--- src/rtl/run_mode_hit_decoder_pkg.sv ---
// Shared constants, state encoding and the J table for the run-mode coder pair.
package run_mode_hit_decoder_pkg;

  localparam int runcount_length = 14;
  localparam int J_length        = 4;
  localparam int runindex_width  = 5;

  // rg = 1 << J reaches 2^15, so it needs 16 bits; a remainder carries at most 15 bits.
  localparam int rg_width  = 1 << J_length;
  localparam int rem_width = (1 << J_length) - 1;
  // One bit wider than the widest operand so run_length + remainder cannot wrap before the clamp.
  localparam int sum_width = ((rg_width > runcount_length) ? rg_width : runcount_length) + 1;

  typedef enum logic [1:0] {
    ST_IDLE = 2'd0,
    ST_HIT  = 2'd1,
    ST_REM  = 2'd2,
    ST_DONE = 2'd3
  } state_t;

  // Entry for RUNindex 31 sits in the top nibble.
  localparam logic [J_length*32-1:0] J_TABLE_PACKED = {
    4'd15, 4'd14, 4'd13, 4'd12, 4'd11, 4'd10, 4'd9, 4'd8,
    4'd7,  4'd7,  4'd6,  4'd6,  4'd5,  4'd5,  4'd4, 4'd4,
    4'd3,  4'd3,  4'd3,  4'd3,  4'd2,  4'd2,  4'd2, 4'd2,
    4'd1,  4'd1,  4'd1,  4'd1,  4'd0,  4'd0,  4'd0, 4'd0
  };

  function automatic logic [J_length-1:0] j_lookup(input logic [runindex_width-1:0] idx);
    return J_TABLE_PACKED[idx*J_length +: J_length];
  endfunction

endpackage

--- src/rtl/run_mode_hit_decoder_if.sv ---
// Control, bitstream and result handshake between the bit source and the run-mode decoder.
interface run_mode_hit_decoder_if;
  import run_mode_hit_decoder_pkg::*;

  logic                        clear_index;
  logic                        start;
  logic [runcount_length-1:0]  line_remaining;
  logic                        bit_in;
  logic                        bit_valid;
  logic                        bit_ready;
  logic                        run_valid;
  logic                        run_ready;
  logic [runcount_length-1:0]  run_length;
  logic                        run_interrupted;
  logic [runindex_width-1:0]   run_index;

  modport master (
    output clear_index, start, line_remaining, bit_in, bit_valid, run_ready,
    input  bit_ready, run_valid, run_length, run_interrupted, run_index
  );

  modport slave (
    input  clear_index, start, line_remaining, bit_in, bit_valid, run_ready,
    output bit_ready, run_valid, run_length, run_interrupted, run_index
  );
endinterface

--- src/rtl/run_mode_hit_decoder_run_j_table.sv ---
// RUNindex -> (J, rg) lookup; purely combinational so the encoder can share it.
module run_j_table
  import run_mode_hit_decoder_pkg::*;
(
  input  logic [runindex_width-1:0] run_index,
  output logic [J_length-1:0]       j,
  output logic [rg_width-1:0]       rg
);

  // Table read and run-granule expansion.
  always_comb begin
    j  = j_lookup(run_index);
    rg = rg_width'(1) << j;
  end

endmodule

--- src/rtl/run_mode_hit_decoder.sv ---
// Run-mode hit decoder: rebuilds run length and interruption flag from the serial
// hit/terminator/remainder bitstream and keeps RUNindex across runs of a scan.
// run_index follows the live RUNindex; in DONE that is the value the run ended with.
//
// state | meaning
// IDLE  | waiting for start
// HIT   | consuming hit '1' bits until '0' or end of line
// REM   | shifting in J[RUNindex] remainder bits, MSB first
// DONE  | result presented, waiting for run_ready
module run_mode_hit_decoder
  import run_mode_hit_decoder_pkg::*;
(
  input logic                    clk,
  input logic                    rst_n,
  run_mode_hit_decoder_if.slave  bus
);

  state_t                      state, state_next;
  logic [runcount_length-1:0]  line_rem, run_len;
  logic                        run_int;
  logic [runindex_width-1:0]   run_idx;
  logic [J_length-1:0]         rem_cnt, j_cur;
  logic [rem_width-1:0]        rem_val, rem_shift;
  logic [rg_width-1:0]         rg_cur;
  logic [sum_width-1:0]        line_ext, avail, hit_cnt, hit_sum, rem_sum;
  logic                        bit_fire, hit_full, hit_end, last_rem, rem_over;

  run_j_table u_j_table (
    .run_index (run_idx),
    .j         (j_cur),
    .rg        (rg_cur)
  );

  // Per-bit arithmetic: clipped hit count, remainder shift and clamp detection.
  always_comb begin
    line_ext  = sum_width'(line_rem);
    avail     = line_ext - sum_width'(run_len);
    hit_cnt   = (sum_width'(rg_cur) < avail) ? sum_width'(rg_cur) : avail;
    hit_sum   = sum_width'(run_len) + hit_cnt;
    hit_full  = (hit_cnt == sum_width'(rg_cur));
    hit_end   = (hit_sum == line_ext);
    rem_shift = {rem_val[rem_width-2:0], bus.bit_in};
    rem_sum   = sum_width'(run_len) + sum_width'(rem_shift);
    rem_over  = (rem_sum > line_ext);
    last_rem  = (rem_cnt == J_length'(1));
    bit_fire  = bus.bit_valid && ((state == ST_HIT) || (state == ST_REM));
  end

  // State register.
  always_ff @(posedge clk or negedge rst_n) begin
    if (!rst_n) state <= ST_IDLE;
    else        state <= state_next;
  end

  // Next-state decode.
  always_comb begin
    state_next = state;
    case (state)
      ST_IDLE: if (bus.start) state_next = (bus.line_remaining == '0) ? ST_DONE : ST_HIT;
      ST_HIT:  if (bit_fire) begin
                 if (bus.bit_in) state_next = hit_end ? ST_DONE : ST_HIT;
                 else            state_next = (j_cur == '0) ? ST_DONE : ST_REM;
               end
      ST_REM:  if (bit_fire && last_rem) state_next = ST_DONE;
      ST_DONE: if (bus.run_ready) state_next = ST_IDLE;
      default: state_next = ST_IDLE;
    endcase
  end

  // Moore outputs.
  always_comb begin
    bus.bit_ready       = (state == ST_HIT) || (state == ST_REM);
    bus.run_valid       = (state == ST_DONE);
    bus.run_length      = run_len;
    bus.run_interrupted = run_int;
    bus.run_index       = run_idx;
  end

  // Run accumulators: latched line length, running length, remainder shifter.
  always_ff @(posedge clk or negedge rst_n) begin
    if (!rst_n) begin
      line_rem <= '0;
      run_len  <= '0;
      run_int  <= 1'b0;
      rem_cnt  <= '0;
      rem_val  <= '0;
    end else begin
      case (state)
        ST_IDLE: if (bus.start) begin
                   line_rem <= bus.line_remaining;
                   run_len  <= '0;
                   run_int  <= 1'b0;
                 end
        ST_HIT:  if (bit_fire) begin
                   if (bus.bit_in) begin
                     run_len <= hit_sum[runcount_length-1:0];
                   end else begin
                     run_int <= (j_cur == '0);
                     rem_cnt <= j_cur;
                     rem_val <= '0;
                   end
                 end
        ST_REM:  if (bit_fire) begin
                   rem_val <= rem_shift;
                   rem_cnt <= rem_cnt - J_length'(1);
                   if (last_rem) begin
                     run_len <= rem_over ? line_rem : rem_sum[runcount_length-1:0];
                     run_int <= 1'b1;
                   end
                 end
        default: ;
      endcase
    end
  end

  // RUNindex: grows on full hits, shrinks once per accepted interrupted run; clear has priority.
  always_ff @(posedge clk or negedge rst_n) begin
    if (!rst_n) begin
      run_idx <= '0;
    end else if (bus.clear_index) begin
      run_idx <= '0;
    end else if ((state == ST_HIT) && bit_fire && bus.bit_in && hit_full && (run_idx != '1)) begin
      run_idx <= run_idx + runindex_width'(1);
    end else if ((state == ST_DONE) && bus.run_ready && run_int && (run_idx != '0)) begin
      run_idx <= run_idx - runindex_width'(1);
    end
  end

endmodule

--- src/flat_wrapper.sv ---
// flat-port wrapper written by rule: the top's interface ports become plain ports
module run_mode_hit_decoder_flat import run_mode_hit_decoder_pkg::*;
  (clk, rst_n, bus_clear_index, bus_start, bus_line_remaining, bus_bit_in, bus_bit_valid, bus_run_ready, bus_bit_ready, bus_run_valid, bus_run_length, bus_run_interrupted, bus_run_index);
  run_mode_hit_decoder_if bus_i ();
  input logic clk;
  input logic rst_n;
  input wire logic [$bits(bus_i.clear_index)-1:0] bus_clear_index;
  input wire logic [$bits(bus_i.start)-1:0] bus_start;
  input wire logic [$bits(bus_i.line_remaining)-1:0] bus_line_remaining;
  input wire logic [$bits(bus_i.bit_in)-1:0] bus_bit_in;
  input wire logic [$bits(bus_i.bit_valid)-1:0] bus_bit_valid;
  input wire logic [$bits(bus_i.run_ready)-1:0] bus_run_ready;
  output wire logic [$bits(bus_i.bit_ready)-1:0] bus_bit_ready;
  output wire logic [$bits(bus_i.run_valid)-1:0] bus_run_valid;
  output wire logic [$bits(bus_i.run_length)-1:0] bus_run_length;
  output wire logic [$bits(bus_i.run_interrupted)-1:0] bus_run_interrupted;
  output wire logic [$bits(bus_i.run_index)-1:0] bus_run_index;
  assign bus_i.clear_index = bus_clear_index;
  assign bus_i.start = bus_start;
  assign bus_i.line_remaining = bus_line_remaining;
  assign bus_i.bit_in = bus_bit_in;
  assign bus_i.bit_valid = bus_bit_valid;
  assign bus_i.run_ready = bus_run_ready;
  assign bus_bit_ready = bus_i.bit_ready;
  assign bus_run_valid = bus_i.run_valid;
  assign bus_run_length = bus_i.run_length;
  assign bus_run_interrupted = bus_i.run_interrupted;
  assign bus_run_index = bus_i.run_index;
  run_mode_hit_decoder u_core (.clk(clk), .rst_n(rst_n), .bus(bus_i));
endmodule
--- config.mk ---
export PLATFORM = sky130hd
export DESIGN_NAME = run_mode_hit_decoder_flat
export DESIGN_NICKNAME = d
export VERILOG_FILES = /design/src/rtl/run_mode_hit_decoder_pkg.sv /design/src/rtl/run_mode_hit_decoder_if.sv /design/src/rtl/run_mode_hit_decoder_run_j_table.sv /design/src/rtl/run_mode_hit_decoder.sv /design/src/flat_wrapper.sv
export SDC_FILE = /design/constraint.sdc
export NUM_CORES = 1
export LEC_CHECK = 0
export CAP_MARGIN = 20
export CORE_MARGIN = 2
export CORE_UTILIZATION = 39
export DETAILED_ROUTE_END_ITERATION = 16
export HOLD_SLACK_MARGIN = 0.1
export SYNTH_ARGS = -nofsm -noshare
export SYNTH_HDL_FRONTEND = slang
export SYNTH_SLANG_ARGS = --single-unit
--- constraint.sdc ---
create_clock -name clk -period 9.1 [get_ports clk]
set_input_delay 0.91 -clock clk [delete_from_list [all_inputs] [get_ports clk]]
set_output_delay 0.91 -clock clk [all_outputs]
set_load 0.02 [all_outputs]
==> results of run 1 <==
[final cells by class]
type / instances / area (sq um)
Clock buffer: 7 / 143
Clock inverter: 1 / 5.00
Fill cell: 1726 / 9700
Inverter: 55 / 206
Multi-Input combinational cell: 720 / 5200
Sequential cell: 54 / 1350
Tap cell: 225 / 282
Timing Repair Buffer: 49 / 468
[where the power goes]
group / switching, mW / internal (mW)
registers: 0.108 / 0.298
logic: 0.930 / 0.638
clock network: 0.0960 / 0.110
total: 1.13 / 1.05
[registers in the layout, summed over array words and instances, names as in the netlist]
register / count
u_core.bus.run_length: 14
u_core.rem_cnt: 4
u_core.bus.run_interrupted: 1
u_core.rem_val: 14
u_core.state: 2
u_core.bus.run_index: 5
u_core.line_rem: 14
[cells by family (layout without fill, tap and decap cells)]
logic type      Yosys count  after routing  share of synthesized area
mux                      23             23                     0.0360
buf+inv                 100            112                     0.0580
fa+ha+maj                85             85                      0.158
compound gates          252            252                      0.259
flops                    54             54                      0.195
simple gates            311            311                      0.225
xor+xnor                 49             49                     0.0703
[critical path, cell delays in order, from the launching register on]
cell and delay, ns:
dfrtp_1 0.45, inv_1 0.08, ha_1 0.16, inv_1 0.05, fa_1 0.43, a21o_4 0.24
a221oi_4 0.56, o22ai_4 0.18, o41ai_4 0.39, inv_2 0.08, ha_1 0.29, o21ai_0 0.09
nand2b_1 0.17, o211a_1 0.11, a311o_2 0.59, o21ai_0 0.34, ha_1 0.33, a2111oi_0 0.50
a21boi_0 0.47, o31ai_1 0.17, and4_1 0.23, a2111oi_0 0.33, o2111ai_1 0.18, a2111o_1 0.31
nand2_1 0.06, o211a_1 0.13
[Yosys cell counts (5+ instances only)]
cell / count
dfrtp_1: 54
o31ai_1: 8
buf_2: 7
or2_2: 5
mux2_2: 16
o21ai_0: 60
o22ai_1: 14
o21a_1: 8
xnor2_1: 32
o2111ai_1: 6
nor2b_1: 13
a31oi_1: 7
nor2_1: 57
clkbuf_1: 34
and3_1: 8
nand4_1: 12
nand3b_1: 5
xor2_1: 13
nand2_1: 102
a211oi_1: 12
ha_1: 81
nor3_1: 27
nand2b_1: 10
mux2i_1: 7
a211o_1: 6
nor4_1: 5
inv_1: 54
nand3_1: 28
a21o_1: 10
a221oi_1: 6
and2_1: 6
a21oi_1: 47
o311a_1: 7
[stage by stage]
stage / hold WS [ns] / area (sq um) / cells
detailed placement: 0.506 / 7510 / 1103
global route: 0.562 / 7650 / 1111
finish: 0.518 / 7650 / 1111
CTS: 0.526 / 7650 / 1111
global placement: 0.484 / 7510 / 1103
floorplan: 0.462 / 6940 / 874
[path summary, 6_finish.rpt]
path	startpoint	end	slack, ns	cells past startpoint
setup / recovery	u_core.line_rem[0]$_DFFE_PN0P_	u_core.state[1]$_DFFE_PN0P_	2.08	25
hold / removal	u_core.rem_val[1]$_DFFE_PN0P_	u_core.rem_val[1]$_DFFE_PN0P_	0.52	2
setup reg to reg	u_core.line_rem[0]$_DFFE_PN0P_	u_core.state[1]$_DFFE_PN0P_	2.08	25
hold reg to reg	u_core.rem_val[1]$_DFFE_PN0P_	u_core.rem_val[1]$_DFFE_PN0P_	0.52	2
max in group asynchronous	rst_n	u_core.line_rem[12]$_DFFE_PN0P_	7.86	2
min in group asynchronous	rst_n	u_core.rem_val[6]$_DFFE_PN0P_	0.73	2
[routing by layer]
layer	routed length (microns)	up-vias
met1	10700	3141
met2	9470	170
li1	-	3253
met5	13	-
met3	1020	36
met4	604	2
[layout by cell type, fill, tap and decap left out, types with 7 or more instances in the layout]
cell type / instances
a211oi_1: 12
a21o_1: 10
a21oi_1: 47
a31oi_1: 7
and3_1: 8
buf_4: 7
clkdlybuf4s50_1: 41
dfrtp_1: 54
ha_1: 81
inv_1: 54
mux2_2: 16
mux2i_1: 7
nand2_1: 102
nand2b_1: 10
nand3_1: 28
nand4_1: 12
nor2_1: 57
nor2b_1: 13
nor3_1: 27
o21a_1: 8
o21ai_0: 59
o22ai_1: 14
o311a_1: 7
o31ai_1: 8
xnor2_1: 32
xor2_1: 13
==> flow_summary.json, run 1 <==
{
  "status": "complete, no violations",
  "fin_ws_ns": 2.08,
  "grt_pass1_wl_microns": 34000,
  "finish.utilization": 0.441,
  "yosysTopAreaCellShare": 0.195,
  "port_buffers": 42,
  "syn_inst": 874,
  "yosysUniqueCellTypes": 92,
  "synth_warnings": 0,
  "start_util": 0.400,
  "htree_levels": 2,
  "cts_buffers": 5,
  "drt_iter0_markers": 470,
  "worst-slew-pin-transition_ns": 0.987,
  "grt_overflow": 0,
  "busiest_layer": "met2",
  "yosysTopAreaCell": "dfrtp_1",
  "grt_usage": 0.235,
  "wl_per_cell_microns": 19.7,
  "postCtsHoldBufs": 0,
  "grt_max_degree": 55,
  "clk_latency_ns": 0.31,
  "yosysSeqAreaShare": 0.195,
  "slew_viol_final": 0,
  "first_pass_iters": 5,
  "hold_viol": 0,
  "layout.nets": 991,
  "slew_headroom": 0.336,
  "clock_skew_ns": 0.00744,
  "syn_nets": 980,
  "io_pins": 43,
  "gp_congestion": 0.942,
  "grt_antenna_before_repair": 1,
  "die_h_microns": 137,
  "drcViolationCount": 0,
  "tns_ns": 0,
  "grt_pass1_vias": 6130,
  "synth-edff-count": 0,
  "cts_resized": 0,
  "clk_pin_slew_worst_paths_ns": 0.07,
  "path_class": "flip-flop to flip-flop",
  "clock_tree.root_cell": "clkbuf_16",
  "synthArstFlopShare": 1.00,
  "antenna_cells": 0,
  "fin_crit_sh": 0.772,
  "rsz0062_at_grt": "no",
  "pre_cts_ws_ns": 2.17,
  "peakVddDrop_uv": 212,
  "hold_class": "flip-flop to flip-flop",
  "postRouteAntennaNets": 0,
  "finalCriticalPeriod_ns": 7.02,
  "end_kind": "flip-flop",
  "hpwl_microns": 17200,
  "ys_dominant_reg_cell": "dfrtp_1",
  "dieWidth_microns": 137,
  "total_power_mw": 2.18,
  "met1_usage": 0.340,
  "post_cts_buffers": 0,
  "leakagePower_nw": 3.30,
  "drv_cap": 0,
  "vias": 6602,
  "final_layout_size_suffix_gt1_frac": 0.0722,
  "cts.sinks": 54,
  "grtUsageMet2": 0.360,
  "cp_max_fo": 32,
  "max_freq_ghz": 0.142,
  "via_per_inst": 5.94,
  "setup_viol": 0,
  "wirelength_microns": 21900,
  "crit_arrival_ns": 7.28,
  "ys_ff_latch": 54,
  "worstPathRequired_ns": 9.35,
  "syn-cell-area_sq_um": 6940,
  "die_area_sq_um": 18900,
  "met3_usage": 0.0324,
  "ys_top_cells_by_area": "dfrtp_1 (19%), ha_1 (15%), nand2_1 (5.5%)",
  "start_kind": "flip-flop",
  "cts_tree": "yes",
  "area_growth_syn_to_layout_pct": 10.3,
  "syn_avg_cell_area_sq_um": 7.94,
  "core-area_sq_um": 17400,
  "p_per_area_nw_per_um2": 285,
  "clk_path_buf_depth": 2,
  "num_rows": 48
}
Note: power is estimated with default switching activity, not from simulation.
==> inputs of run 2 (changes only) <==
Clock period 9.1 ns to 6.85 ns, I/O delays scaled along.
==> flow_summary.json, run 2 (synthesized netlist as in run 1, its figures left out) <==
{
  "status": "complete, no violations",
  "total_power_mw": 2.97,
  "crit_path_top_delay_cell": "a311o_2",
  "grt_overflow": 0,
  "rrSetupSlack_ns": 0.33,
  "rr_startpoint": "u_core.line_rem[0]$_DFFE_PN0P_",
  "end_kind": "flip-flop",
  "wirelength_microns": 22100,
  "cp_top_family": "compound AO/OA/AOI/OAI gates",
  "via_per_inst": 6.00,
  "gp_congestion": 0.956,
  "peakVddDrop_uv": 201,
  "num_rows": 48,
  "die_h_microns": 137,
  "crit_cells": 28,
  "finalCriticalPeriod_ns": 6.52,
  "slew_headroom": 0.375,
  "startpoint": "u_core.line_rem[0]$_DFFE_PN0P_",
  "start_util": 0.400,
  "postRouteAntennaNets": 0,
  "dr_wl_met3_microns": 1370,
  "max_freq_ghz": 0.153,
  "first_pass_iters": 6,
  "core-area_sq_um": 17400,
  "rr_endpoint": "u_core.state[1]$_DFFE_PN0P_",
  "dieWidth_microns": 137,
  "worst-slew-pin-transition_ns": 0.928,
  "clock_skew_ns": 0.0128,
  "path_class": "flip-flop to flip-flop",
  "port_buffers": 42,
  "tns_ns": 0,
  "hpwl_microns": 17400,
  "hold_class": "flip-flop to flip-flop",
  "wl_per_cell_microns": 19.7,
  "grt_pass1_vias": 6107,
  "htree_levels": 2,
  "rr_worst_depth": 28,
  "crit_arrival_ns": 6.77,
  "wl_met2_microns": 9600,
  "grt_max_degree": 55,
  "slowest_delay_ns": 0.48,
  "fin_crit_sh": 0.951,
  "routed.top_layer": "met4",
  "cts.sinks": 54,
  "final_cell_mix": "nand2_1 (102), ha_1 (81), o21ai_0 (57), nor2_1 (57)",
  "final_layout_size_suffix_gt1_frac": 0.0954,
  "worstPathRequired_ns": 7.11,
  "cts_tree": "yes",
  "grt_usage": 0.237,
  "post_cts_buffers": 0,
  "area_growth_syn_to_layout_pct": 12.5,
  "vias": 6756,
  "cp.buffers_inverters": 5,
  "clk_latency_ns": 0.31,
  "drt_iter0_markers": 739,
  "layout.nets": 1007,
  "cp_max_fo": 17,
  "drcViolationCount": 0,
  "slew_viol_final": 0,
  "wl_met1_microns": 10800,
  "cp-endpoint": "u_core.state[1]$_DFFE_PN0P_",
  "fillerInstances": 1730,
  "grt_pass1_wl_microns": 34400,
  "cts_buffers": 5,
  "setup_viol": 0,
  "critPathMostFrequentCell": "ha_1",
  "io_pins": 43,
  "drv_cap": 0,
  "clk_path_buf_depth": 2,
  "final_common_cell": "nand2_1",
  "p_per_area_nw_per_um2": 381,
  "die_area_sq_um": 18900,
  "leakagePower_nw": 3.39,
  "grt_antenna_before_repair": 0,
  "start_kind": "flip-flop",
  "clock_tree.root_cell": "clkbuf_16",
  "finish.utilization": 0.450,
  "antenna_cells": 0,
  "hold_viol": 0,
  "clk_pin_slew_worst_paths_ns": 0.08
}
-- run 2: routing by layer --
layer  GRT usage  vias up
li1            -     3280
met1       0.356     3198
met2       0.356      256
met3      0.0346       22
met4      0.0527        0
met5      0.0111        -
-- run 2: timing repair --
item	in CTS	in global routing
hold buffers	0	0
gates resized for setup	0	12
endpoints found under the setup margin	0	1
-- run 2: cell type report --
type	instances	area [sq um]	area share
Clock buffer	5	125	0.0160
Clock inverter	2	15.0	0.00192
Inverter	55	206	0.0264
Multi-Input combinational cell	720	5240	0.671
Sequential cell	54	1350	0.173
Tap cell	225	282	0.0361
Timing Repair Buffer	65	588	0.0753
-- run 2: report_power, final --
group / switching [mW] / internal, mW / total, mW
registers: 0.121 / 0.397 / 0.518
clock network: 0.125 / 0.134 / 0.259
logic: 1.30 / 0.896 / 2.20
total: 1.55 / 1.43 / 2.97
-- run 2: worst min-delay path: stages, from the launching register on --
cell     delay, ns
dfrtp_1       0.36
nand2_1       0.05
o21ai_0       0.07
-- run 2: worst min path at each step --
stage / from / to / cells past startpoint
2_1_floorplan: rst_n / u_core.bus.run_index[0]$_DFFE_PN0P_ / 0
3_3_place_gp: u_core.rem_val[13]$_DFFE_PN0P_ / u_core.rem_val[13]$_DFFE_PN0P_ / 2
3_5_place_dp: u_core.rem_val[13]$_DFFE_PN0P_ / u_core.rem_val[13]$_DFFE_PN0P_ / 2
4_1_cts: u_core.rem_val[13]$_DFFE_PN0P_ / u_core.rem_val[13]$_DFFE_PN0P_ / 2
5_1_grt: u_core.rem_val[13]$_DFFE_PN0P_ / u_core.rem_val[13]$_DFFE_PN0P_ / 2
6_report: u_core.rem_val[13]$_DFFE_PN0P_ / u_core.rem_val[13]$_DFFE_PN0P_ / 2
-- run 2: metrics by stage --
step / hold WS, ns / instances / setup WS, ns / cell area, sq um
6_report: 0.512 / 1126 / 0.333 / 7810
5_1_grt: 0.543 / 1126 / -0.0334 / 7810
4_1_cts: 0.521 / 1126 / 0.237 / 7770
3_5_place_dp: 0.500 / 1119 / 0.266 / 7630
3_3_place_gp: 0.482 / 1119 / 0.374 / 7630
2_1_floorplan: 0.389 / 874 / 0.670 / 6940
==> inputs of run 3 (changes only) <==
Settings changed: ABC_CLOCK_PERIOD_IN_PS set to 6850, SYNTH_HIERARCHICAL set to 1.
==> flow_summary.json, run 3 <==
{
  "status": "complete, no violations",
  "yosysTopAreaCellShare": 0.195,
  "grt_max_degree": 55,
  "dieWidth_microns": 137,
  "area_growth_syn_to_layout_pct": 14.7,
  "postRouteAntennaNets": 0,
  "syn-cell-area_sq_um": 6950,
  "start_kind": "flip-flop",
  "grt_overflow": 0,
  "grt_usage": 0.233,
  "finalCriticalPeriod_ns": 6.39,
  "layout.nets": 1039,
  "synth_compound_area_frac": 0.225,
  "clock_skew_ns": 0.00815,
  "drcViolationCount": 0,
  "vias": 6597,
  "clk_latency_ns": 0.31,
  "wl_per_cell_microns": 18.3,
  "hold_class": "input port to asynchronous set/reset pin",
  "grt_pass1_vias": 6505,
  "port_buffers": 42,
  "wirelength_microns": 21200,
  "cts.sinks": 54,
  "htree_levels": 2,
  "num_rows": 48,
  "start_util": 0.400,
  "grt_antenna_before_repair": 0,
  "ys_ff_latch": 54,
  "die_h_microns": 137,
  "wl_met1_microns": 9730,
  "final_cell_mix": "nand2_1 (91), ha_1 (83), nor2_1 (65)",
  "dr_wl_met3_microns": 836,
  "grt_pass1_wl_microns": 34000,
  "ys_top_cells_by_area": "dfrtp_1 (19%), ha_1 (15%), nand2_1 (5.0%)",
  "yosysSeqAreaShare": 0.195,
  "first_pass_iters": 5,
  "fin_crit_sh": 0.933,
  "synthArstFlopShare": 1.00,
  "hpwl_microns": 17000,
  "end_kind": "flip-flop",
  "antenna_cells": 0,
  "drv_cap": 0,
  "clk_path_buf_depth": 2,
  "core-area_sq_um": 17400,
  "slew_headroom": 0.465,
  "wl_met2_microns": 9960,
  "crit_arrival_ns": 6.63,
  "io_pins": 43,
  "routed.top_layer": "met4",
  "die_area_sq_um": 18900,
  "p_per_area_nw_per_um2": 527,
  "hold_viol": 0,
  "yosysTopAreaCell": "dfrtp_1",
  "via_per_inst": 5.70,
  "yosys.area_share.simple": 0.224,
  "peakVddDrop_uv": 186,
  "final_common_cell": "nand2_1",
  "synthMuxAreaShare": 0.0612,
  "tns_ns": 0,
  "dpl_cell_area_sq_um": 7770,
  "path_class": "flip-flop to flip-flop",
  "finish.utilization": 0.459,
  "cp_max_fo": 8,
  "slew_viol_final": 0,
  "slowest_delay_ns": 0.53,
  "cts_tree": "yes",
  "crit_path_top_delay_cell": "fa_1",
  "rsz0062_at_grt": "no",
  "final_area_sq_um": 7970,
  "multi_input_area_sq_um": 5260,
  "synth_most_common_cell": "nand2_1",
  "clock_tree.root_cell": "clkbuf_16",
  "netlist_top_cells_count": "nand2_1 (92), ha_1 (83), nor2_1 (65)",
  "synth_top_family_by_area": "compound AO/OA/AOI/OAI gates",
  "syn_nets": 987,
  "yosysUniqueCellTypes": 87,
  "cts_buffers": 5,
  "gp_congestion": 0.963,
  "ys_dominant_reg_cell": "dfrtp_1",
  "regArea_sq_um": 1350,
  "cts_resized": 0,
  "max_freq_ghz": 0.156,
  "worstPathRequired_ns": 7.09,
  "worst-slew-pin-transition_ns": 0.800,
  "drt_iter0_markers": 494,
  "setup_viol": 0,
  "syn_avg_cell_area_sq_um": 7.90,
  "synth_xor_area_frac": 0.0776,
  "final_layout_size_suffix_gt1_frac": 0.119,
  "synth-edff-count": 0,
  "synth_warnings": 6,
  "fillerInstances": 1683,
  "syn_inst": 879,
  "synth_fa_ha_area_frac": 0.162,
  "postCtsHoldBufs": 0,
  "clk_pin_slew_worst_paths_ns": 0.08,
  "leakagePower_nw": 3.65,
  "post_cts_buffers": 0
}
[run 3: cell types whose count changed after synthesis, sizes merged, moves of 6 or more]
| cell | before | now |
|---|---|---|
| a21o | 12 | 20 |
| a21oi | 47 | 65 |
| clkbuf | 34 | 20 |
| inv | 55 | 62 |
| mux2 | 16 | 27 |
| nand2 | 102 | 93 |
| nand3 | 28 | 40 |
| nor2 | 57 | 66 |
| nor2b | 13 | 6 |
| o22ai | 15 | 6 |
| o31ai | 8 | 0 |
| xor2 | 13 | 19 |
[run 3: layout make-up]
class                           instances  share of cell area
Clock buffer                            5              0.0157
Clock inverter                          3             0.00314
Inverter                               62              0.0292
Multi-Input combinational cell        729               0.660
Sequential cell                        54               0.170
Tap cell                              225              0.0353
Timing Repair Buffer                   79              0.0870
[run 3: power breakdown]
| group | leakage, nW | switching (mW) | internal, mW | total, mW |
|---|---|---|---|---|
| clock | 0.0704 | 0.132 | 0.138 | 0.270 |
| sequential | 0.692 | 0.159 | 0.431 | 0.590 |
| combinational | 2.89 | 1.94 | 1.40 | 3.34 |
[run 3: path summary, 6_finish.rpt]
path | from | endpoint | cells after the start | slack, ns
setup / recovery | u_core/bus.run_length[6]$_DFFE_PN0P_ | u_core/state[1]$_DFFE_PN0P_ | 29 | 0.46
hold / removal | rst_n | u_core/bus.run_index[0]$_DFFE_PN0P_ | 2 | 0.50
setup reg to reg | u_core/bus.run_length[6]$_DFFE_PN0P_ | u_core/state[1]$_DFFE_PN0P_ | 29 | 0.46
hold reg to reg | u_core/rem_val[5]$_DFFE_PN0P_ | u_core/rem_val[5]$_DFFE_PN0P_ | 2 | 0.50
max in group asynchronous | rst_n | u_core/bus.run_length[6]$_DFFE_PN0P_ | 2 | 5.77
min in group clk | u_core/rem_val[5]$_DFFE_PN0P_ | u_core/rem_val[5]$_DFFE_PN0P_ | 2 | 0.50
[run 3: metal layers]
layer | GRT usage | up-vias
met2 | 0.388 | 160
met4 | 0.0813 | 0
met3 | 0.0283 | 38
met5 | 0 | -
met1 | 0.311 | 3108
li1 | - | 3291
[run 3: kinds of logic (layout without fill, tap and decap cells)]
| kind of cell | count (synthesis) | count (layout) |
|---|---|---|
| AND/OR/NAND/NOR | 313 | 313 |
| XOR/XNOR | 55 | 55 |
| AO/OA/AOI/OAI | 235 | 235 |
| buffers and inverters | 96 | 149 |
| flip-flops | 54 | 54 |
| multiplexers | 38 | 38 |
| adder cells (fa/ha/maj) | 88 | 88 |
[run 3: critical path, delay by kind of cell (launching register included)]
family	cells	cell delay (ns)
compound gates	12	2.21
simple gates	7	1.53
fa+ha+maj	4	1.32
buf+inv	5	0.64
flops	1	0.45
xor+xnor	1	0.15
[run 3: metrics by stage]
step | setup slack, ns | power, mW | hold WS (ns) | cells
finish | 0.456 | 4.20 | 0.501 | 1157
global route | 0.0423 | 4.57 | 0.544 | 1157
detailed placement | 0.196 | 3.85 | 0.492 | 1149
global placement | 0.284 | 3.84 | 0.487 | 1149
floorplan | 0.504 | 2.92 | 0.389 | 879
CTS | 0.181 | 4.15 | 0.510 | 1157
